$ cat config.mk
export PLATFORM = sky130hd
export DESIGN_NAME = imem_loader
export DESIGN_NICKNAME = d
export VERILOG_FILES = /design/src/rtl/imem_loader.sv
export SDC_FILE = /design/constraint.sdc
export NUM_CORES = 1
export LEC_CHECK = 0
export CAP_MARGIN = 20
export CORE_MARGIN = 2
export CORE_UTILIZATION = 50
export DETAILED_ROUTE_END_ITERATION = 7
export PLACE_DENSITY = 0.83
export SLEW_MARGIN = 5
export SYNTH_ARGS = -nofsm -noshare
export SYNTH_HDL_FRONTEND = slang
export SYNTH_SLANG_ARGS = --single-unit
$ cat constraint.sdc
create_clock -name clk -period 3.5 [get_ports clk]
set_input_delay 0.875 -clock clk [delete_from_list [all_inputs] [get_ports clk]]
set_output_delay 0.875 -clock clk [all_outputs]
set_load 0.005 [all_outputs]
$ cat src/rtl/imem_loader.sv
// Boot-time instruction-memory loader: LEN_LO, LEN_HI, 4*N little-endian payload bytes.
// Define LOADER_CSUM_EN to require a trailing XOR-of-payload checksum byte.
module imem_loader #(
  parameter int DEPTH_WORDS = 64,
  parameter int ADDR_W      = $clog2(DEPTH_WORDS)
) (
  input  logic              clk,
  input  logic              reset,
  input  logic              start,
  input  logic              byte_valid,
  input  logic [7:0]        byte_data,
  output logic              byte_ready,
  output logic              imem_we,
  output logic [ADDR_W-1:0] imem_addr,
  output logic [31:0]       imem_wdata,
  output logic              core_hold,
  output logic              done,
  output logic              error
);

  typedef enum logic [2:0] {
    IDLE, LEN0, LEN1, DATA,
`ifdef LOADER_CSUM_EN
    CSUM,
`endif
    FIN, DONE, ERR
  } state_e;

`ifdef LOADER_CSUM_EN
  localparam state_e TAIL       = CSUM;
  localparam logic   TAIL_READY = 1'b1;
`else
  localparam state_e TAIL       = FIN;
  localparam logic   TAIL_READY = 1'b0;
`endif

  state_e              state_q;
  logic [15:0]         len_q;
  logic [23:0]         asm_q;
  logic [1:0]          cnt_q;
  logic [ADDR_W-1:0]   waddr_q;
`ifdef LOADER_CSUM_EN
  logic [7:0]          csum_q;
`endif
  logic                byte_ready_q;
  logic                imem_we_q;
  logic [ADDR_W-1:0]   imem_addr_q;
  logic [31:0]         imem_wdata_q;
  logic                core_hold_q;
  logic                done_q;
  logic                error_q;

  logic                accept_d;
  logic [15:0]         len_d;
  logic [31:0]         word_d;
  logic                last_d;

  assign accept_d = byte_valid && byte_ready_q;
  assign len_d    = {byte_data, len_q[7:0]};
  assign word_d   = {byte_data, asm_q};
  assign last_d   = (16'(waddr_q) + 16'd1) == len_q;

  // byte_ready is loaded with the readiness of the state being entered, so it
  // always matches state_q and accept_d never sees a stale value.
  always_ff @(posedge clk or negedge reset) begin
    if (!reset) begin
      state_q      <= IDLE;
      len_q        <= '0;
      asm_q        <= '0;
      cnt_q        <= '0;
      waddr_q      <= '0;
`ifdef LOADER_CSUM_EN
      csum_q       <= '0;
`endif
      byte_ready_q <= 1'b0;
      imem_we_q    <= 1'b0;
      imem_addr_q  <= '0;
      imem_wdata_q <= '0;
      core_hold_q  <= 1'b1;
      done_q       <= 1'b0;
      error_q      <= 1'b0;
    end else begin
      imem_we_q <= 1'b0;
      case (state_q)
        IDLE, DONE, ERR: begin
          if (start) begin
            state_q      <= LEN0;
            byte_ready_q <= 1'b1;
            core_hold_q  <= 1'b1;
            done_q       <= 1'b0;
            error_q      <= 1'b0;
            waddr_q      <= '0;
            imem_addr_q  <= '0;
            cnt_q        <= '0;
`ifdef LOADER_CSUM_EN
            csum_q       <= '0;
`endif
          end else if (state_q == DONE) begin
            done_q      <= 1'b1;
            core_hold_q <= 1'b0;
          end else if (state_q == ERR) begin
            error_q <= 1'b1;
          end
        end
        LEN0: begin
          if (accept_d) begin
            len_q[7:0] <= byte_data;
            state_q    <= LEN1;
          end
        end
        LEN1: begin
          if (accept_d) begin
            len_q[15:8] <= byte_data;
            if (len_d > 16'(DEPTH_WORDS)) begin
              state_q      <= ERR;
              byte_ready_q <= 1'b0;
            end else if (len_d == 16'd0) begin
              state_q      <= TAIL;
              byte_ready_q <= TAIL_READY;
            end else begin
              state_q <= DATA;
            end
          end
        end
        DATA: begin
          if (accept_d) begin
            cnt_q <= cnt_q + 2'd1;
            asm_q <= {byte_data, asm_q[23:8]};
`ifdef LOADER_CSUM_EN
            csum_q <= csum_q ^ byte_data;
`endif
            // The write issues while the next word's first byte may already be arriving.
            if (cnt_q == 2'd3) begin
              imem_wdata_q <= word_d;
              imem_addr_q  <= waddr_q;
              imem_we_q    <= 1'b1;
              waddr_q      <= waddr_q + ADDR_W'(1);
              if (last_d) begin
                state_q      <= TAIL;
                byte_ready_q <= TAIL_READY;
              end
            end
          end
        end
`ifdef LOADER_CSUM_EN
        CSUM: begin
          if (accept_d) begin
            byte_ready_q <= 1'b0;
            state_q      <= (byte_data == csum_q) ? FIN : ERR;
          end
        end
`endif
        FIN: begin
          state_q <= DONE;
        end
        default: begin
          state_q      <= IDLE;
          byte_ready_q <= 1'b0;
        end
      endcase
    end
  end

  assign byte_ready = byte_ready_q;
  assign imem_we    = imem_we_q;
  assign imem_addr  = imem_addr_q;
  assign imem_wdata = imem_wdata_q;
  assign core_hold  = core_hold_q;
  assign done       = done_q;
  assign error      = error_q;

endmodule
==> summary.txt, run 1 <==
Synth
  • Yosys top cell by area: dfrtp_1
  • Post-synth EDFFs: 0
  • Syn Inst Count: 389
  • Ys Warns: 0
  • #FFs+latches synth: 94
  • Synth area leaders: dfrtp_1, nand2_1, mux2_1
  • Sequential area share after synthesis: 0.578
  • Mapped cell area: 4070 sq um
  • Mapped Nets: 403
  • Synth Flop Type: dfrtp_1
  • Distinct cells, synth: 42
  • Mean post-synth cell area: 10.5 sq um
  • Synth top area share: 0.572
  • Ys async rst share: 1.00

CTS
  • Hold Buf Count CTS: 0
  • H-tree depth: 3
  • CTS Buffer Depth: 2
  • # clock sinks: 94
  • Clock-pin slew on the worst setup and hold paths: 0.08 ns
  • Total CTS buffers: 9
  • Clock Latency Late Sink: 0.36 ns
  • Total setup buffers inserted after CTS: 0
  • CTS tree: built
  • Root Buffer Master: clkbuf_8
  • Post-CTS resize count: 0

STA
  • Fmax: 0.360 GHz
  • Hold Slack: 0.425 ns
  • Final Setup Violations: 0
  • Tmin final: 2.77 ns
  • Tcrit/Tclk final: 0.793
  • Hold Fails Final Rpt: 0
  • RSZ-0062 raised after global routing: false
  • Clk_skew: 0.0104 ns
  • Worst Slack Setup Final: 0.726 ns
  • Slew Limit Fails: 0
  • Max transition margin: 0.618
  • Worst slew pin tran: 0.572 ns
  • Setup TNS: 0 ns

Drt
  • Total Wirelength: 8310 microns
  • Antenna-violating nets left: 0
  • DRC: 0
  • DRT Pass-1 Iters: 4
  • Via count: 2945
  • Initial DRC count: 219
  • Via-to-Cell Ratio: 5.41
  • DR WL/cell: 15.3 microns

Place
  • Placed insts: 528
  • Routability cong.: 0.810
  • Dpl hpwl: 5630 microns
  • Pre-CTS setup slack: 0.345 ns
  • Number of port buffers: 54

Pwr
  • Power share of the combinational group: 0.256
  • Clock Power Share: 0.212
  • Leak: 2.29 nW
  • Pwr Density: 656 nW/um^2
  • Sw frac: 0.324
  • Internal Power: 2.17 mW
  • Sequential power share: 0.532
  • Max VDD drop: 0.448 mV
  • P_sw: 1.04 mW

Finish
  • Sequential Area: 2350 sq um
  • Post-Layout Cell Count: 544
  • Most frequent cells in the layout: nand2_1, dfrtp_1, clkdlybuf4s50_1, mux2_1, o21ai_0
  • Syn-to-layout area delta: 20.2%
  • N_diodes: 0
  • Commonest non-fill, non-tap cell in the layout: nand2_1
  • Fill count: 627
  • Util after Layout: 0.626
  • Area of the multi-input gates: 1610 sq um
  • Fraction of layout cells with a size suffix above 1: 0.0611
  • Post-layout nets: 452

GRT
  • Number of global-route vias before repair: 2872
  • Tot GR Track Use: 0.206
  • Largest net degree at the start of global routing: 95
  • Global-route wire length before repair: 14200 microns
  • Initial antenna violation count: 0
  • Total gr overflow: 0

Critical path
  • Reg2Reg Launch Point: len_q[1]
  • CP Data Arrival Time: 2.97 ns
  • CP Max Fanout: 5
  • Setup CP Type: input port to register
  • Worst setup EP type: register
  • Critical path launch point type: input port
  • FF-to-FF path depth: 5
  • Reg2reg end: byte_ready
  • Critical Path RT: 3.70 ns
  • Reg-to-reg setup timing slack: 1.24 ns

Die
  • IO Pins: 55
  • Die X: 94.2 microns
  • Die height: 94.2 microns
  • Core ar.: 7810 sq um
  • Initial Util: 0.521
  • Core Rows: 32
  • Die area: 8880 sq um

Hold path
  • Hold WC Path Type: input port to async pin

Job
  • MaxCap Viol Count: 0

Run status
  • Status: finished clean
-- critical path, stage by stage --
cell and delay (ns):
clkdlybuf4s50_1 0.48, or4_1 0.55, nor4_1 0.48, a31oi_1 0.19, a32oi_1 0.24, o221ai_1 0.15
-- layer usage --
metal | part of all wire | GRT usage | vias to the layer above
met3 | 0.041 | 0.0273 | 13
met4 | 0.018 | 0.0870 | 0
li1 | - | - | 1421
met1 | 0.47 | 0.300 | 1442
met5 | 0 | 0 | -
met2 | 0.47 | 0.313 | 69
-- per-stage QoR --
| stage | power [mW] | area [sq um] |
|---|---|---|
| 2_1_floorplan | 2.21 | 4070 |
| 3_3_place_gp | 2.47 | 4680 |
| 3_5_place_dp | 2.54 | 4680 |
| 4_1_cts | 3.21 | 4860 |
| 5_1_grt | 3.42 | 4890 |
| 6_report | 3.21 | 4890 |
-- worst max path at each step --
stage / startpoint / end / slack (ns) / depth (start not counted)
after floorplan: byte_data[5] / state_q[1] / 1.16 / 5
after global placement: byte_data[5] / state_q[2] / 0.46 / 6
after detailed placement: byte_data[5] / state_q[2] / 0.35 / 6
after CTS: byte_data[5] / state_q[2] / 0.73 / 6
after global routing: byte_data[3] / state_q[2] / 0.56 / 6
final: byte_data[5] / state_q[2] / 0.73 / 6
-- registers in the layout (all words and copies together) (netlist names) --
register,cells
byte_ready,1
imem_wdata,32
core_hold,1
error,1
state_q,3
cnt_q,2
asm_q,24
imem_we,1
done,1
len_q,16
imem_addr,6
waddr_q,6
-- cells in the mapped netlist, types with 4 or more instances --
cell        n
clkbuf_1   10
mux2_1     36
o21ai_1    10
buf_1       5
nand3_1     6
or3_1       7
nor2_1      9
nand2_1   120
inv_1       7
buf_2       5
o21ai_0    12
xnor2_1     5
mux2_2      5
xor2_1      4
a21oi_1     6
dfrtp_1    93
-- cells by family (layout without fill, tap and decap cells) --
family / Yosys count / in the layout / synth area share
muxes: 44 / 44 / 0.121
and+or+nand+nor: 166 / 166 / 0.178
DFF: 94 / 94 / 0.578
AOI/OAI and AO/OA: 46 / 46 / 0.0701
buffers and inverters: 28 / 81 / 0.0274
adders and majority gates: 2 / 2 / 0.00615
xor gates and xnor gates: 9 / 9 / 0.0194
-- cell type report --
cell class | count | area share
Timing Repair Buffer | 58 | 0.120
Tap cell | 102 | 0.0261
Clock inverter | 3 | 0.00947
Multi-Input combinational cell | 267 | 0.329
Clock buffer | 12 | 0.0276
Sequential cell | 94 | 0.481
Inverter | 8 | 0.00614
-- power groups by stage --
stage / combinational (mW) / clock [mW] / sequential (mW)
finish: 0.820 / 0.679 / 1.71
global route: 0.928 / 0.737 / 1.76
CTS: 0.822 / 0.693 / 1.70
detailed placement: 0.818 / 0 / 1.72
global placement: 0.775 / 0 / 1.70
floorplan: 0.630 / 0 / 1.58
Note: power is estimated with default switching activity, not from simulation.
==> inputs of run 2 (changes only) <==
- CORE_UTILIZATION: 50 -> 49
- PLACE_DENSITY: 0.83 -> 0.84
- clock period: 3.5 -> 2.3 ns (I/O delays scaled with it)
==> summary.txt, run 2 (same netlist as run 1, synthesis figures left out) <==
Run status
  • Status: finished clean

Finish
  • Fill count: 653
  • Sequential Area: 2350 sq um
  • N_diodes: 0
  • Post-layout nets: 474
  • Most frequent cells in the layout: nand2_1, dfrtp_1, clkdlybuf4s50_1, mux2_1, buf_4
  • Area of the multi-input gates: 1620 sq um
  • Commonest non-fill, non-tap cell in the layout: nand2_1
  • Fraction of layout cells with a size suffix above 1: 0.114
  • Max reg flops: 32
  • Syn-to-layout area delta: 25.2%

Critical path
  • Crit path cell chain: ha_1, or4b_1, nor3_1, nand4_1, or3_1, a221o_1
  • Reg2reg end: byte_ready
  • Largest stage delay on the critical path: 0.47 ns
  • FF-to-FF path depth: 6
  • CP Data Arrival Time: 2.54 ns
  • Critical Path Slowest Stage Cell: or4b_1
  • Worst setup EP type: register
  • Reg-to-reg setup timing slack: 0.01 ns
  • Setup CP Type: register to register
  • CP Max Fanout: 3
  • Critical path launch point type: register
  • Reg2Reg Launch Point: cnt_q[0]
  • Critical Path RT: 2.55 ns

GRT
  • Initial antenna violation count: 0
  • Number of global-route vias before repair: 2962
  • Largest net degree at the start of global routing: 43
  • Total gr overflow: 0
  • Tot GR Track Use: 0.206
  • Global-route wire length before repair: 14300 microns

STA
  • Tmin final: 2.29 ns
  • Tcrit/Tclk final: 0.995
  • Clk_skew: 0.0136 ns
  • Final Setup Violations: 0
  • Worst slew pin tran: 0.536 ns
  • Worst Slack Setup Final: 0.0110 ns
  • Max transition margin: 0.642
  • Fmax: 0.437 GHz
  • Hold Slack: 0.192 ns
  • Hold Fails Final Rpt: 0
  • Slew Limit Fails: 0

CTS
  • # clock sinks: 94
  • Hold Buf Count CTS: 0
  • H-tree depth: 3
  • CTS Buffer Depth: 2
  • Clock-pin slew on the worst setup and hold paths: 0.09 ns
  • CTS tree: built
  • Clock Latency Late Sink: 0.36 ns
  • Total CTS buffers: 9
  • Root Buffer Master: clkbuf_8

Place
  • Pre-CTS setup slack: -0.297 ns
  • Number of port buffers: 54
  • Routability cong.: 0.915
  • Dpl hpwl: 6200 microns

Pwr
  • Max VDD drop: 0.430 mV
  • Pwr Density: 988 nW/um^2
  • Leak: 2.40 nW

Job
  • MaxCap Viol Count: 0

Drt
  • Initial DRC count: 214
  • DR WL/cell: 15.6 microns
  • Total Wirelength: 8890 microns
  • Via-to-Cell Ratio: 5.43
  • Antenna-violating nets left: 0
  • DRC: 0
  • DRT Pass-1 Iters: 5
  • Via count: 3088

Hold path
  • Hold WC Path Type: input port to async pin

Die
  • Die height: 95.1 microns
  • Core Rows: 33
  • Die X: 95.1 microns
  • Core ar.: 8130 sq um
  • Die area: 9050 sq um
  • IO Pins: 55
  • Initial Util: 0.500
==> run 2: cell types whose count changed in the layout (fill, tap and decap cells not counted) <==
cell      change
buf_4        +20
buf_12        +3
nor4_2        +1
buf_16        -1
a32oi_2       +1
clkinv_2      +1
clkbuf_1      -2
nor4_1        -1
inv_6         +1
a32oi_1       -1
==> run 2: worst max-delay path by stage <==
stage	from	to	cells past startpoint
global placement	byte_data[3]	state_q[1]	7
finish	cnt_q[0]	byte_ready	6
detailed placement	byte_data[3]	state_q[2]	7
global route	len_q[1]	byte_ready	5
CTS	len_q[1]	byte_ready	5
floorplan	len_q[1]	byte_ready	5
==> run 2: cell type report <==
type,count,area share
multi-input cells,267,0.319
clock buffers,10,0.0250
repair buffers,80,0.151
flip-flops and latches,94,0.462
well taps,105,0.0258
inverters,8,0.00589
clock inverters,5,0.0118
==> run 2: what timing repair did <==
action | in CTS | in global routing
setup endpoints to repair | 0 | 4
gates resized for setup | 0 | 2
buffers inserted | 0 | 2
==> run 2: worst max-delay path: cells and delay by family (launching register included) <==
family | cells | cell delay, ns
and+or+nand+nor | 4 | 1.23
adders and majority gates | 1 | 0.22
AOI/OAI and AO/OA | 1 | 0.35
DFF | 1 | 0.38
==> run 2: power breakdown <==
part	internal (mW)	leakage [nW]	switching [mW]
clock	0.501	0.0927	0.562
sequential	2.12	1.23	0.435
combinational	0.762	1.08	0.655
total	3.39	2.40	1.65
==> run 2: stage by stage <==
stage / std cells / setup TNS (ns) / cell area, sq um / util / power (mW)
after global placement: 552 / -0.829 / 4880 / 0.600 / 3.82
after floorplan: 389 / 0 / 4070 / - / 3.36
after global routing: 569 / -0.0112 / 5100 / 0.627 / 5.33
after CTS: 567 / 0 / 5070 / 0.623 / 5.01
final: 569 / 0 / 5100 / 0.627 / 5.04
after detailed placement: 552 / -0.960 / 4880 / 0.600 / 3.94
==> run 2: per-layer routing <==
metal | routed length [microns] | GRT usage | vias to the layer above
met1 | 4010 | 0.276 | 1534
met2 | 4360 | 0.333 | 83
met5 | 0 | 0 | -
met3 | 382 | 0.0379 | 11
li1 | - | - | 1460
met4 | 137 | 0.0833 | 0
==> inputs of run 3 (changes only) <==
- CTS_CLUSTER_DIAMETER: not set -> 50
==> results of run 3 <==
Same layout as run 2: the final DEF is identical, and so are final timing and power.
